==> config.mk <==
export PLATFORM = sky130hd
export DESIGN_NAME = mod3_stream_ctrl_flat
export DESIGN_NICKNAME = d
export VERILOG_FILES = /design/src/rtl/mod3_pkg.sv /design/src/rtl/mod3_stream_ctrl_if.sv /design/src/rtl/mod3_residue_step.sv /design/src/rtl/mod3_stream_ctrl.sv /design/src/flat_wrapper.sv
export SDC_FILE = /design/constraint.sdc
export NUM_CORES = 1
export LEC_CHECK = 0
export ABC_CLOCK_PERIOD_IN_PS = 2100
export BUFFER_PORTS_ARGS = -buffer_cell sky130_fd_sc_hd__buf_4
export CAP_MARGIN = 15
export CORE_MARGIN = 4
export CORE_UTILIZATION = 51
export CTS_CLUSTER_DIAMETER = 50
export CTS_CLUSTER_SIZE = 12
export DETAILED_ROUTE_END_ITERATION = 16
export PLACE_DENSITY_LB_ADDON = 0.25
export SETUP_SLACK_MARGIN = 0.05
export SLEW_MARGIN = 15
export SYNTH_ARGS = -nofsm -noshare
export SYNTH_HDL_FRONTEND = slang
export SYNTH_SLANG_ARGS = --single-unit
==> constraint.sdc <==
create_clock -name clk -period 2.1 [get_ports clk]
set_clock_uncertainty 0.1 [all_clocks]
set_input_delay 0.42 -clock clk [delete_from_list [all_inputs] [get_ports clk]]
set_output_delay 0.42 -clock clk [all_outputs]
set_load 0.01 [all_outputs]
==> src/rtl/mod3_pkg.sv <==
// Shared constants and the residue update rule for the mod-3 stream controller.
package mod3_pkg;

    // Controller states (binary encoded, kept as plain constants for legacy tools)
    localparam logic [1:0] ST_IDLE  = 2'd0;
    localparam logic [1:0] ST_SHIFT = 2'd1;
    localparam logic [1:0] ST_DONE  = 2'd2;

    // Legal residue values; 2'b11 is never produced
    localparam logic [1:0] R0 = 2'd0;
    localparam logic [1:0] R1 = 2'd1;
    localparam logic [1:0] R2 = 2'd2;

    // Appending one bit to a number MSB-first doubles it and adds the bit:
    // new residue = (2*r + b) mod 3, tabulated so no adder or divider is needed.
    function automatic logic [1:0] next_residue(input logic [1:0] r, input logic b);
        logic [1:0] n;
        case ({r, b})
            3'b000:  n = R0;
            3'b001:  n = R1;
            3'b010:  n = R2;
            3'b011:  n = R0;
            3'b100:  n = R1;
            3'b101:  n = R2;
            default: n = R0;  // unreachable encoding folds back to a legal value
        endcase
        return n;
    endfunction

endpackage

==> src/rtl/mod3_stream_ctrl_if.sv <==
// Word-in / result-out handshake bundle of the mod-3 stream controller.
interface mod3_stream_ctrl_if #(
    parameter int WIDTH = 8
);
    logic             in_valid;
    logic             in_ready;
    logic [WIDTH-1:0] in_data;
    logic             abort;
    logic             res_valid;
    logic             res_ready;
    logic             res_div;
    logic [1:0]       res_residue;
    logic             busy;

    // Producer/consumer side
    modport master (
        output in_valid, in_data, abort, res_ready,
        input  in_ready, res_valid, res_div, res_residue, busy
    );

    // Controller side
    modport slave (
        input  in_valid, in_data, abort, res_ready,
        output in_ready, res_valid, res_div, res_residue, busy
    );
endinterface

==> src/rtl/mod3_residue_step.sv <==
// Bit-serial mod-3 residue register: clears on clr, otherwise folds in one bit per enabled cycle.
module mod3_residue_step
    import mod3_pkg::*;
(
    input  logic       clk,
    input  logic       reset,
    input  logic       clr,
    input  logic       en,
    input  logic       bit_in,
    output logic [1:0] r
);

    logic [1:0] r_d;
    logic [1:0] r_q;

    // Next residue: clear wins over a shift step
    always_comb begin
        // NOTE: every always_comb output gets a default first so no path can infer a latch.
        r_d = r_q;
        if (clr) begin
            r_d = R0;
        end else if (en) begin
            r_d = next_residue(r_q, bit_in);
        end
    end

    // Residue register with asynchronous active-low reset
    always_ff @(posedge clk or negedge reset) begin
        // NOTE: state is updated with non-blocking assignments so all registers see pre-edge values.
        if (!reset) begin
            r_q <= R0;
        end else begin
            r_q <= r_d;
        end
    end

    assign r = r_q;

endmodule

==> src/rtl/mod3_stream_ctrl.sv <==
// Accepts WIDTH-bit words, streams them MSB-first through the mod-3 residue step
// and presents the residue and divisibility flag on a held result handshake.
module mod3_stream_ctrl
    import mod3_pkg::*;
#(
    parameter int WIDTH = 8
) (
    input  logic               clk,
    input  logic               reset,
    mod3_stream_ctrl_if.slave  bus
);

    localparam int CNT_W = $clog2(WIDTH) + 1;

    logic [1:0]       state_q, state_d;
    logic [WIDTH-1:0] sreg_q, sreg_d;
    logic [CNT_W-1:0] cnt_q, cnt_d;

    logic       in_ready;
    logic       accept;
    logic       res_valid;
    logic       last_bit;
    logic       step_clr;
    logic       step_en;
    logic [1:0] residue;

    // A finished result can be handed over and a new word taken in the same cycle
    assign in_ready  = (state_q == ST_IDLE) | ((state_q == ST_DONE) & bus.res_ready);
    // abort blocks an accept in every state
    assign accept    = bus.in_valid & in_ready & ~bus.abort;
    assign res_valid = (state_q == ST_DONE);
    assign last_bit  = (cnt_q == CNT_W'(WIDTH - 1));

    // The residue starts fresh for each word and is discarded on abort
    assign step_clr  = accept | bus.abort;
    assign step_en   = (state_q == ST_SHIFT) & ~bus.abort;

    mod3_residue_step u_step (
        .clk    (clk),
        .reset  (reset),
        .clr    (step_clr),
        .en     (step_en),
        .bit_in (sreg_q[WIDTH-1]),
        .r      (residue)
    );

    // Sequencing: load on accept, shift WIDTH bits, hold the result until consumed
    always_comb begin
        state_d = state_q;
        sreg_d  = sreg_q;
        cnt_d   = cnt_q;

        case (state_q)
            ST_IDLE: ;
            ST_SHIFT: begin
                sreg_d = sreg_q << 1;
                cnt_d  = cnt_q + CNT_W'(1);
                if (last_bit) begin
                    state_d = ST_DONE;
                end
            end
            ST_DONE: begin
                if (bus.res_ready) begin
                    state_d = ST_IDLE;
                end
            end
            default: state_d = ST_IDLE;
        endcase

        // A consumed result may be replaced by the next word without an idle cycle
        if (accept) begin
            state_d = ST_SHIFT;
            sreg_d  = bus.in_data;
            cnt_d   = '0;
        end

        // abort overrides both the accept and the completion
        if (bus.abort && (state_q != ST_IDLE)) begin
            state_d = ST_IDLE;
        end
    end

    // Controller registers with asynchronous active-low reset
    always_ff @(posedge clk or negedge reset) begin
        // NOTE: the shift register is cleared on reset too; it is a handful of flops, not a memory array.
        if (!reset) begin
            state_q <= ST_IDLE;
            sreg_q  <= '0;
            cnt_q   <= '0;
        end else begin
            state_q <= state_d;
            sreg_q  <= sreg_d;
            cnt_q   <= cnt_d;
        end
    end

    // Result outputs are forced to zero whenever no result is offered
    assign bus.in_ready    = in_ready;
    assign bus.res_valid   = res_valid;
    assign bus.res_residue = res_valid ? residue : R0;
    assign bus.res_div     = res_valid & (residue == R0);
    assign bus.busy        = (state_q != ST_IDLE);

endmodule
==> src/flat_wrapper.sv <==
// flat-port wrapper written by rule: the top's interface ports become plain ports
module mod3_stream_ctrl_flat import mod3_pkg::*;
#(
    parameter int WIDTH = 8
)
  (clk, reset, bus_in_valid, bus_in_data, bus_abort, bus_res_ready, bus_in_ready, bus_res_valid, bus_res_div, bus_res_residue, bus_busy);
  mod3_stream_ctrl_if #(.WIDTH(WIDTH)) bus_i ();
  input  logic clk;
  input  logic reset;
  input wire logic [$bits(bus_i.in_valid)-1:0] bus_in_valid;
  input wire logic [$bits(bus_i.in_data)-1:0] bus_in_data;
  input wire logic [$bits(bus_i.abort)-1:0] bus_abort;
  input wire logic [$bits(bus_i.res_ready)-1:0] bus_res_ready;
  output wire logic [$bits(bus_i.in_ready)-1:0] bus_in_ready;
  output wire logic [$bits(bus_i.res_valid)-1:0] bus_res_valid;
  output wire logic [$bits(bus_i.res_div)-1:0] bus_res_div;
  output wire logic [$bits(bus_i.res_residue)-1:0] bus_res_residue;
  output wire logic [$bits(bus_i.busy)-1:0] bus_busy;
  assign bus_i.in_valid = bus_in_valid;
  assign bus_i.in_data = bus_in_data;
  assign bus_i.abort = bus_abort;
  assign bus_i.res_ready = bus_res_ready;
  assign bus_in_ready = bus_i.in_ready;
  assign bus_res_valid = bus_i.res_valid;
  assign bus_res_div = bus_i.res_div;
  assign bus_res_residue = bus_i.res_residue;
  assign bus_busy = bus_i.busy;
  mod3_stream_ctrl #(.WIDTH(WIDTH)) u_core (.clk(clk), .reset(reset), .bus(bus_i));
endmodule
==> run metrics <==
IO Pins 19; via/cell ratio roughly 5.8; share of layout cells above drive strength 1 0.209; number of nets in the layout 131; Max IR drop VDD a little under 600 µV; largest net degree at the start of global routing 17; post-synthesis mux area share 0.0117; post-route ant nets 0; Initial Util 0.554; CP max-delay cell dfrtp_1; Synth Net Count about 110; post-synthesis simple-gate area fraction 0.315; Routed WL per cell roughly 14 µm; critical path required time 1.58 ns; die area 2390 µm²; CTS max path bufs 2; r2r worst-path depth 3; cts bufs inserted 3; synthesis-stage register bit count 16; Cells on Worst Hold Path 3; Synth cell types 27; Fin Hold WS ~0.27 ns; crit path max fanout 8; power per cell area 747 nW/µm²; final wirelength 1860 µm; Cells after Synth 97; Worst Path Buf+Inv 1; worst r2r src u_core.state_q[0]; worst path arrival time between 1 and 1.5 ns; Worst-Skew Late Latency 0.28 ns; Synth area leaders dfrtp_1 47%, nand2_1 7.9%, a31oi_1 5.9%; total clock sinks 16; Iteration-0 DRC Markers 20; max-cap violations 0; RSZ-0062 raised after global routing false; WP depth 3; switching pwr around 0.00023 W; clock root cell clkbuf_4; Switching Share 0.305; crit start category flip-flop; total grt overflow 0; Core ar. between 1500 and 2000 µm²; # diodes 0; final setup violation count 0; max_slew headroom 0.683; Final Hold Viols 0; largest family of logic cells by synthesized area simple AND/OR/NAND/NOR gates; Flop pwr share 0.555; Buffers on Ports 18; reg-to-reg slack, setup approximately 0.43 ns; xor/xnor cell area share of the yosys netlist 0.0307; setup repair bufs after CTS 0; setup tns final 0 ns; Critical Path, Cell by Cell nor2b_1, nor2_1, buf_4; Synth area leader dfrtp_1; Internal Pwr Total 0.000533 W; critical path class flip-flop to output pin; area fraction in compound gates after synthesis 0.114; initial antenna violation count 0; vias in the first global route around 760; synthesized area about 850 µm²; Synthesis Warnings 0; Min-Delay Endpoint u_core.sreg_q[0]; H-tree depth 1; Die Y just under 50 µm; via count 756; Critical Path End Type output pin; Post-Syn Area per Cell between 8 and 9 µm²; top-area cell type share of the netlist area 0.469; Slew @ Worst Pin about 0.48 ns; CP peak stage delay between 0.4 and 0.5 ns; DRT Pass-1 Iters 4; family with the most delay on the worst path simple AND/OR/NAND/NOR gates; Total Routing Usage GR 0.177; register area share after synthesis 0.469; CTS tree built; DRC 0; Lkg Pwr between 0.4 and 0.5 nW; combinational power share 0.239; DP Wirelength 1310 µm; first-pass GRT wire length roughly 3400 µm; Final min period roughly 1.9 ns; status completed; reg2reg end u_core.sreg_q[2]; clock transition at the registers of the reported paths around 0.09 ns; chip width 48.9 µm; Hold Startpoint bus_in_data[0]; Synth Area in Adders 0.0146; final period utilization 0.902; class of the worst hold path input port to flip-flop; max-slew violations 0; Placer Congestion ~0.82; area growth from synthesis to layout 20.1%; # rows 14; Clock power frac 0.206; f_max roughly 530 MHz
[layout make-up]
| cell class | count | area (µm²) |
|---|---|---|
| fill | 133 | 515 |
| multi-input combinational | 73 | 415 |
| sequential | 16 | 400 |
| inverter | 2 | 7.51 |
| clock buffer | 3 | 22.5 |
| timing repair buffer | 21 | 160 |
| tap | 16 | 20.0 |
[worst max path at each step]
stage | startpoint | endpoint | slack [ns]
final | u_core.state_q[1] | bus_in_ready | 0.21
after global routing | u_core.state_q[1] | bus_in_ready | 0.12
after CTS | u_core.state_q[1] | bus_in_ready | 0.20
after detailed placement | u_core.state_q[0] | u_core.sreg_q[0] | 0.45
after global placement | u_core.state_q[0] | u_core.sreg_q[0] | 0.50
after floorplan | u_core.state_q[0] | u_core.sreg_q[0] | 0.62
[sequential cells by signal, indices dropped and copies added (netlist names)]
| register | cells |
|---|---|
| u_core.cnt_q | 4 |
| u_core.sreg_q | 8 |
| u_core.state_q | 2 |
| u_core.u_step.r | 2 |
[per-stage QoR]
step / cells / worst slack [ns] / util / instance area, µm² / power [W]
finish: 131 / 0.207 / 0.666 / 1030 / 0.000766
detailed placement: 127 / 0.447 / 0.644 / 993 / 0.000616
floorplan: 97 / 0.618 / - / 855 / 0.000552
global route: 131 / 0.119 / 0.666 / 1030 / 0.000832
CTS: 131 / 0.199 / 0.666 / 1030 / 0.000778
global placement: 127 / 0.504 / 0.644 / 993 / 0.000608
[cell families (layout without fill, tap and decap cells)]
group	after synthesis	count (layout)
AO/OA/AOI/OAI	16	16
XOR/XNOR	3	3
adder cells (fa/ha/maj)	1	1
buffers and inverters	8	26
flip-flops	16	16
multiplexers	1	1
AND/OR/NAND/NOR	52	52
[power groups by stage]
stage	Sequential (W)	Clock [W]	Combinational, W
3_5_place_dp	0.000432	0	0.000184
3_3_place_gp	0.000431	0	0.000178
5_1_grt	0.000437	0.000179	0.000215
4_1_cts	0.000426	0.000166	0.000186
6_report	0.000425	0.000158	0.000183
2_1_floorplan	0.000420	0	0.000132
[cell usage after synthesis]
library cell / number
a21oi_1: 3
buf_2: 1
nor4bb_1: 1
buf_6: 1
nor2b_1: 2
o22a_1: 1
nand3b_1: 2
a31oi_1: 8
nand2_1: 18
nor4b_1: 1
nand3_1: 2
inv_1: 2
mux2i_1: 1
dfrtp_1: 16
ha_1: 1
or3_1: 3
xnor2_1: 2
nor3_1: 2
nor4_1: 7
and2_1: 2
nand2b_1: 5
clkbuf_1: 4
o21ai_0: 3
xor2_1: 1
or2_2: 1
a2bb2oi_1: 1
nor2_1: 6
[per-layer routing]
| layer | share of wire | global-route usage | up-vias |
|---|---|---|---|
| li1 | - | - | 380 |
| met1 | 0.47 | 0.237 | 356 |
| met2 | 0.48 | 0.276 | 18 |
| met3 | 0.044 | 0.0459 | 2 |
| met4 | 0.0065 | 0.0583 | 0 |
| met5 | 0 | 0 | - |
[worst register-to-register path: cells and delay by family, from the launching register on]
family,cells,cell delay [ns]
and+or+nand+nor,2,0.83
DFF,1,0.45
AOI/OAI and AO/OA,1,0.20
[placed cells by master (no fill, tap or decap), types with 2 or more instances in the layout]
| cell | synthesis | layout |
|---|---|---|
| clkbuf_4 | 0 | 3 |
| a21oi_1 | 3 | 3 |
| inv_1 | 2 | 2 |
| nand2b_1 | 5 | 5 |
| nand3_1 | 2 | 2 |
| o21ai_0 | 3 | 3 |
| nor4_1 | 7 | 7 |
| nor2b_1 | 2 | 2 |
| a31oi_1 | 8 | 8 |
| nand3b_1 | 2 | 2 |
| nor3_1 | 2 | 2 |
| or3_1 | 3 | 3 |
| nor2_1 | 6 | 6 |
| xnor2_1 | 2 | 2 |
| dfrtp_1 | 16 | 16 |
| nand2_1 | 18 | 18 |
| buf_4 | 0 | 20 |
| and2_1 | 2 | 2 |
[timing repair]
item | CTS | global route
hold endpoints to repair | 16 | 0
hold buffers | 1 | 0
resized for setup | 0 | 0
(Power assumes the default switching activity.)
